==> config.mk <==
export PLATFORM = sky130hd
export DESIGN_NAME = aes_256_arbiter
export DESIGN_NICKNAME = d
export VERILOG_FILES = /design/src/rtl/aes_256_arbiter.sv
export SDC_FILE = /design/constraint.sdc
export NUM_CORES = 1
export LEC_CHECK = 0
export BUFFER_PORTS_ARGS = -buffer_cell sky130_fd_sc_hd__buf_2
export CAP_MARGIN = 20
export CORE_AREA = 2 2 549 551
export DETAILED_ROUTE_END_ITERATION = 7
export DIE_AREA = 0 0 551 553
export HOLD_SLACK_MARGIN = 0.03
export MAX_ROUTING_LAYER = met4
export SLEW_MARGIN = 5
export SYNTH_ARGS = -nofsm -noshare
export SYNTH_HDL_FRONTEND = slang
export SYNTH_SLANG_ARGS = --single-unit
==> constraint.sdc <==
create_clock -name Clk -period 3.63 [get_ports Clk]
set_clock_uncertainty 0.15 [all_clocks]
set_input_delay 0.5445 -clock Clk [delete_from_list [all_inputs] [get_ports Clk]]
set_output_delay 0.5445 -clock Clk [all_outputs]
set_load 0.005 [all_outputs]
==> src/rtl/aes_256_arbiter.sv <==
// Two-requester round-robin front end for a shared AES-256 core.
// Per job: capture operands, clear the core, run it, then return a result or a timeout abort.
module aes_256_arbiter #(
    parameter int TIMEOUT_CYCLES = 64
) (
    input  logic         Clk,
    input  logic         Rst,
    input  logic         req0,
    input  logic         req1,
    input  logic [127:0] data_in0,
    input  logic [127:0] data_in1,
    input  logic [255:0] cipher_key0,
    input  logic [255:0] cipher_key1,
    output logic         gnt0,
    output logic         gnt1,
    output logic         vld0,
    output logic         vld1,
    output logic         err0,
    output logic         err1,
    output logic [127:0] data_out,
    output logic         busy,
    output logic [127:0] core_data_in,
    output logic [255:0] core_key,
    output logic         core_en,
    output logic         core_rst_n,
    input  logic [127:0] core_data_out,
    input  logic         core_done
);

    typedef enum logic [2:0] {
        IDLE,
        CLR,
        RUN,
        DONE,
        ABORT
    } state_t;

    localparam logic [7:0] CNT_LAST = 8'(TIMEOUT_CYCLES - 1);

    state_t     state;
    state_t     state_nxt;
    logic       owner;
    logic       last_owner;
    logic       pick;
    logic [7:0] cnt;

    // On contention, the requester that was not served last wins.
    always_comb begin
        if (req0 && req1) pick = ~last_owner;
        else              pick = req1;
    end

    always_comb begin
        state_nxt = state;
        unique case (state)
            IDLE:    if (req0 || req1) state_nxt = CLR;
            CLR:     state_nxt = RUN;
            RUN: begin
                if (core_done)             state_nxt = DONE;
                else if (cnt == CNT_LAST)  state_nxt = ABORT;
            end
            DONE:    state_nxt = IDLE;
            ABORT:   state_nxt = IDLE;
            default: state_nxt = IDLE;
        endcase
    end

    // Gating on Rst keeps every strobe low and the core held in reset
    // for as long as reset is applied, not only after the first edge.
    always_comb begin
        gnt0       = 1'b0;
        gnt1       = 1'b0;
        vld0       = 1'b0;
        vld1       = 1'b0;
        err0       = 1'b0;
        err1       = 1'b0;
        busy       = 1'b0;
        core_en    = 1'b0;
        core_rst_n = 1'b0;
        if (Rst) begin
            unique case (state)
                IDLE: core_rst_n = 1'b1;
                CLR: begin
                    gnt0 = ~owner;
                    gnt1 = owner;
                    busy = 1'b1;
                end
                RUN: begin
                    core_en    = 1'b1;
                    core_rst_n = 1'b1;
                    busy       = 1'b1;
                end
                DONE: begin
                    vld0       = ~owner;
                    vld1       = owner;
                    core_rst_n = 1'b1;
                    busy       = 1'b1;
                end
                ABORT: begin
                    err0 = ~owner;
                    err1 = owner;
                    busy = 1'b1;
                end
                default: ;
            endcase
        end
    end

    always_ff @(posedge Clk) begin
        if (!Rst) begin
            state        <= IDLE;
            cnt          <= 8'd0;
            owner        <= 1'b0;
            last_owner   <= 1'b1;
            data_out     <= 128'd0;
            core_data_in <= 128'd0;
            core_key     <= 256'd0;
        end else begin
            state <= state_nxt;
            unique case (state)
                IDLE: begin
                    if (req0 || req1) begin
                        owner        <= pick;
                        core_data_in <= pick ? data_in1 : data_in0;
                        core_key     <= pick ? cipher_key1 : cipher_key0;
                    end
                end
                CLR: cnt <= 8'd0;
                RUN: begin
                    cnt <= cnt + 8'd1;
                    if (core_done) data_out <= core_data_out;
                end
                DONE:    last_owner <= owner;
                ABORT:   last_owner <= owner;
                default: ;
            endcase
        end
    end

endmodule

* Word-level counts from Yosys, hierarchy flattened *
Index checks and enable logic that the tools add are counted.

word-level totals
  output and inout bits = 521
  input bits = 901
  word-level logic and storage cells = 53
  register bits after elaboration = 525

operators by class
  mux-type cells = 26
  bitwise operators = 2
  equal/unequal tests = 7
  reduce and logical (&&, ||, !) cells = 10
  add/subtract/negate cells = 1

operators by type and width
  cell                                                 number
  two-way mux 256 bit                                  1
  two-way mux 128 bit                                  1
  two-way mux 1 bit                                    19
  one-hot mux 8 bit (2 select lines)                   1
  two-way mux 3 bit                                    3
  one-hot mux 3 bit (3 select lines)                   1
  adder 8 x 1 -> 8 bit, second input constant          1
  equality test 8 x 6 -> 1 bit, second input constant  1
  equality test 3 x 2 -> 1 bit, second input constant  2
  AND reduction 2 bit                                  3
  OR reduction 4 bit                                   1
  equality test 3 x 1 -> 1 bit, second input constant  1
  equality test 3 bit, second input constant           1
  logical NOT 3 bit                                    1
  inequality test 3 bit, second input constant         1
  OR reduction 3 bit                                   1
  inequality test 2 bit, second input constant         1
  inverter 1 bit                                       2
  nonzero test 2 bit                                   1
  OR reduction 2 bit                                   1
  logical AND 1 bit                                    1
  logical OR 1 bit                                     1

* Depth between registers and ports, before layout *
  depth after elaboration = 4
  gate-level depth with buffers = 7
  depth with buffers taken out = 5

* Worst setup path before layout *
No wires, ideal clock.

  path kind = in2out
  start = in Rst
  end = out err0
  required time = 2.935 ns
  stages = 5
  slack = 1.487 ns
  arrival time = 1.449 ns
  buffers on the path = 3
  cells stage by stage = clkbuf_1 clkbuf_1 clkbuf_1 nand3_1 nor2_1

between the ends
  longest elaborated chain between the ends = 1

RTL lines
  element             line  RTL
  start: declaration  7     input logic Rst,
  two-way mux 1 bit   80    if (Rst) begin
  end: declaration    18    output logic err0,

Every way passes these cells.

* Worst setup path in the final report *
  start = reg state[1]
  end = out core_en

between the ends
  longest elaborated chain between the ends = 3

RTL lines
  element                       line  RTL
  start: declaration            40    state_t state;
  start signal: assignment      119   state <= state_nxt;
  equality test 3 x 2 -> 1 bit  81    unique case (state)
  two-way mux 1 bit             81
  two-way mux 1 bit             80
  end: declaration              24    output logic core_en,

Every way passes these cells.

==> metrics.md <==
| Metric | Value |
|---|---|
| Synth Area in Compound Gates | 25.6% |
| Worst-path clk slew | 60 ps |
| Layout cells sized above 1 | 31.8% |
| Clock Tree Buf Depth | 4 |
| Crit Path Category | reg2out |
| First-pass iteration count of the detailed router | 6 |
| Port buffer count | 1421 |
| Final Hold Violating Endpoints | 0 |
| Die H | 553 µm |
| DR iter-0 viols | 2439 |
| Setup TNS | 0 ps |
| DP HPWL | 212000 µm |
| HP Start | data_in0[21] |
| CTS tree | yes |
| Main combinational cell family by area after synthesis | compound AO/OA/AOI/OAI gates |
| Slew Limit Fails | 0 |
| Worst Tran Pin Value | 835 ps |
| Post-Syn Nets | 3703 |
| Die Wd | about 550 µm |
| Gpl congestion | 1.00 |
| Clk sinks | 525 |
| Initial antenna violation count | 293 |
| Yosys warns | 0 |
| Worst path cell trace | inv_1, nor3_1, buf_2 |
| Xor/xnor cell area share of the yosys netlist | 0% |
| Vias/cell | 3.40 |
| CP Launch Type | flip-flop |
| Clock root cell | clkbuf_16 |
| Area grow syn2layout | 110% |
| Worst setup EP type | output pin |
| # H-tree levels | 3 |
| Worst Hold Class | in2reg |
| Per-cell routed wire length | 27.0 µm |
| Syn Inst Count | 2801 |
| Post-synth EDFFs | 0 |
| Largest net degree at the start of global routing | 164 |
| Clk Latency, worst-skew pair | between 700 and 800 ps |
| Synthesis-stage register bit count | 525 |
| Wire length of the first global-routing pass | 305000 µm |
| Detailed Route WL | ~250000 µm |
| Period utilisation layout | 90.8% |
| Shortest period the worst path allows | 3300 ps |
| DR vias | between 30000 and 40000 |
| Initial Util | 7.18% |
| Avg Inst Size Synth | 7.66 µm² |
| Most common flop cell mapped by yosys | dfxtp_1 |
| Leak pwr | 19.7 nW |
| Relative slew margins | 44.3% |
| Post-route antenna net violation count | 0 |
| Total Power | 20.3 mW |
| Crit path max fanout | 20 |
| Nets | 5897 |
| Congestion Overflow GR | 0 |
| DR DRC count | 0 |
| Reg2reg start | state[2] |
| CP Data Arrival Time | 2600 ps |
| Post-synth ARST share | 0% |
| Vias in the first global route | 29700 |
| Placed insts | 7977 |
| Post-route insts no fill | 9219 |
| # IOs | 1422 |
| RSZ-0062 raised after global routing | false |
| Critical Path Max Stage Delay | approximately 840 ps |
| Post-synthesis simple-gate area fraction | 19.4% |
| Final setup vio count | 0 |
| Status | completed |
| Number of max-cap violations | 0 |
| Row Count | 201 |
| Commonest non-fill, non-tap cell in the layout | buf_2 |
| Synth unique cells | 42 |
| Worst setup startpoint | state[1] |
| Required time of the critical path | 2940 ps |
| Gr usage total | 15.9% |
| CTS Buf Count | 76 |
| Cell Pwr Density | 451 nW/µm² |
| Slowest cell on crit path | dfxtp_1 |
| Die ar. | about 300000 µm² |
| Sequential area share after synthesis | 49.0% |
| Fmax | 303 MHz |
| Most frequent cells in the layout | buf_2 (1420), nand2_1 (1032), dlygate4sd3_1 (898) |
| Core ar. | 299000 µm² |
| Mux contribution to synthesized area | less than 1% |
| Mapped cell area | 21400 µm² |
| Adder-cell share of the synthesized area | less than 1% |
| Worst IR Drop VDD | 0.000318 V |
-- power by group --
| group | internal [mW] | switching (mW) | leakage [nW] |
|---|---|---|---|
| sequential | 6.45 | 0.383 | 4.33 |
| combinational | 2.48 | 3.23 | 14.1 |
| clock | 4.49 | 3.29 | 1.22 |
| total | 13.4 | 6.91 | 19.7 |
-- cell families (layout without fill, tap and decap cells) --
| logic type | Yosys count | after routing |
|---|---|---|
| AOI/OAI and AO/OA | 929 | 929 |
| muxes | 3 | 3 |
| DFF | 525 | 525 |
| other | 0 | 217 |
| and+or+nand+nor | 1079 | 1079 |
| adders and majority gates | 1 | 1 |
| buffers and inverters | 264 | 2507 |
-- what timing repair did --
action,CTS,global route
buffers inserted,0,0
hold buffers,898,0
endpoints found under the hold margin,515,0
resized for setup,0,0
setup endpoints to repair,0,0
-- critical path: cells and delay by family (launching register included) --
family	cells	cell delay (ps)
AND/OR/NAND/NOR	1	430
buffers and inverters	2	520
flip-flops	1	840
-- area by class of cell --
cell class	instances	area, µm²
Fill cell	34300	254000
Antenna cell	217	543
Timing Repair Buffer	2378	16800
Tap cell	3958	4950
Clock inverter	27	338
Inverter	2	7.51
Clock buffer	100	2150
Multi-Input combinational cell	2012	9730
Sequential cell	525	10500
-- flip-flops by register name (all words and copies together) (netlist names) --
| signal | cells |
|---|---|
| owner | 1 |
| core_data_in | 128 |
| state | 3 |
| cnt | 8 |
| data_out | 128 |
| core_key | 256 |
| last_owner | 1 |
-- metal layers --
metal  wire, µm  part of all wire (%)  global-route usage [%]  vias up
li1           -                     -                       -    14300
met1      91000                    37                    16.4    14600
met2     107000                    43                    23.9     1929
met3      34400                    14                    8.64      531
met4      16400                   6.6                    9.24        0
met5          0                     0                       -        -
-- cell usage after synthesis (all sizes together), types with 2 or more instances --
library cell,number,share of area [%]
inv,2,0.035
o21ai,397,9.3
a21boi,131,4.6
nand2,1033,18
nor3,5,0.12
and2,6,0.18
nor2,10,0.18
buf,143,3.7
nand2b,2,0.058
a31oi,385,11
clkbuf,119,2.1
o211ai,3,0.10
and3,2,0.058
nand3,5,0.12
a21oi,7,0.16
mux2i,3,0.14
nor4,2,0.088
nor2b,4,0.12
dfxtp,525,49
-- worst paths after layout --
path,slack (ps),end,cells after the start
hold / removal,140,core_data_in[21],3
setup reg to reg,410,core_key[152],6
setup / recovery,330,core_en,3
hold reg to reg,310,data_out[71],2
-- through the flow --
| step | hold WS (ps) | utilization [%] | cell area (µm²) | setup slack (ps) |
|---|---|---|---|---|
| final | 139 | 15.1 | 45000 | 335 |
| after detailed placement | 306 | 11.1 | 33000 | 1080 |
| after global routing | 117 | 15.1 | 45000 | 174 |
| after floorplan | 308 | - | 21400 | 1490 |
| after CTS | 106 | 14.9 | 44500 | 321 |
| after global placement | 299 | 11.1 | 33000 | 1110 |
No activity file was read; power rests on OpenSTA's default activity.
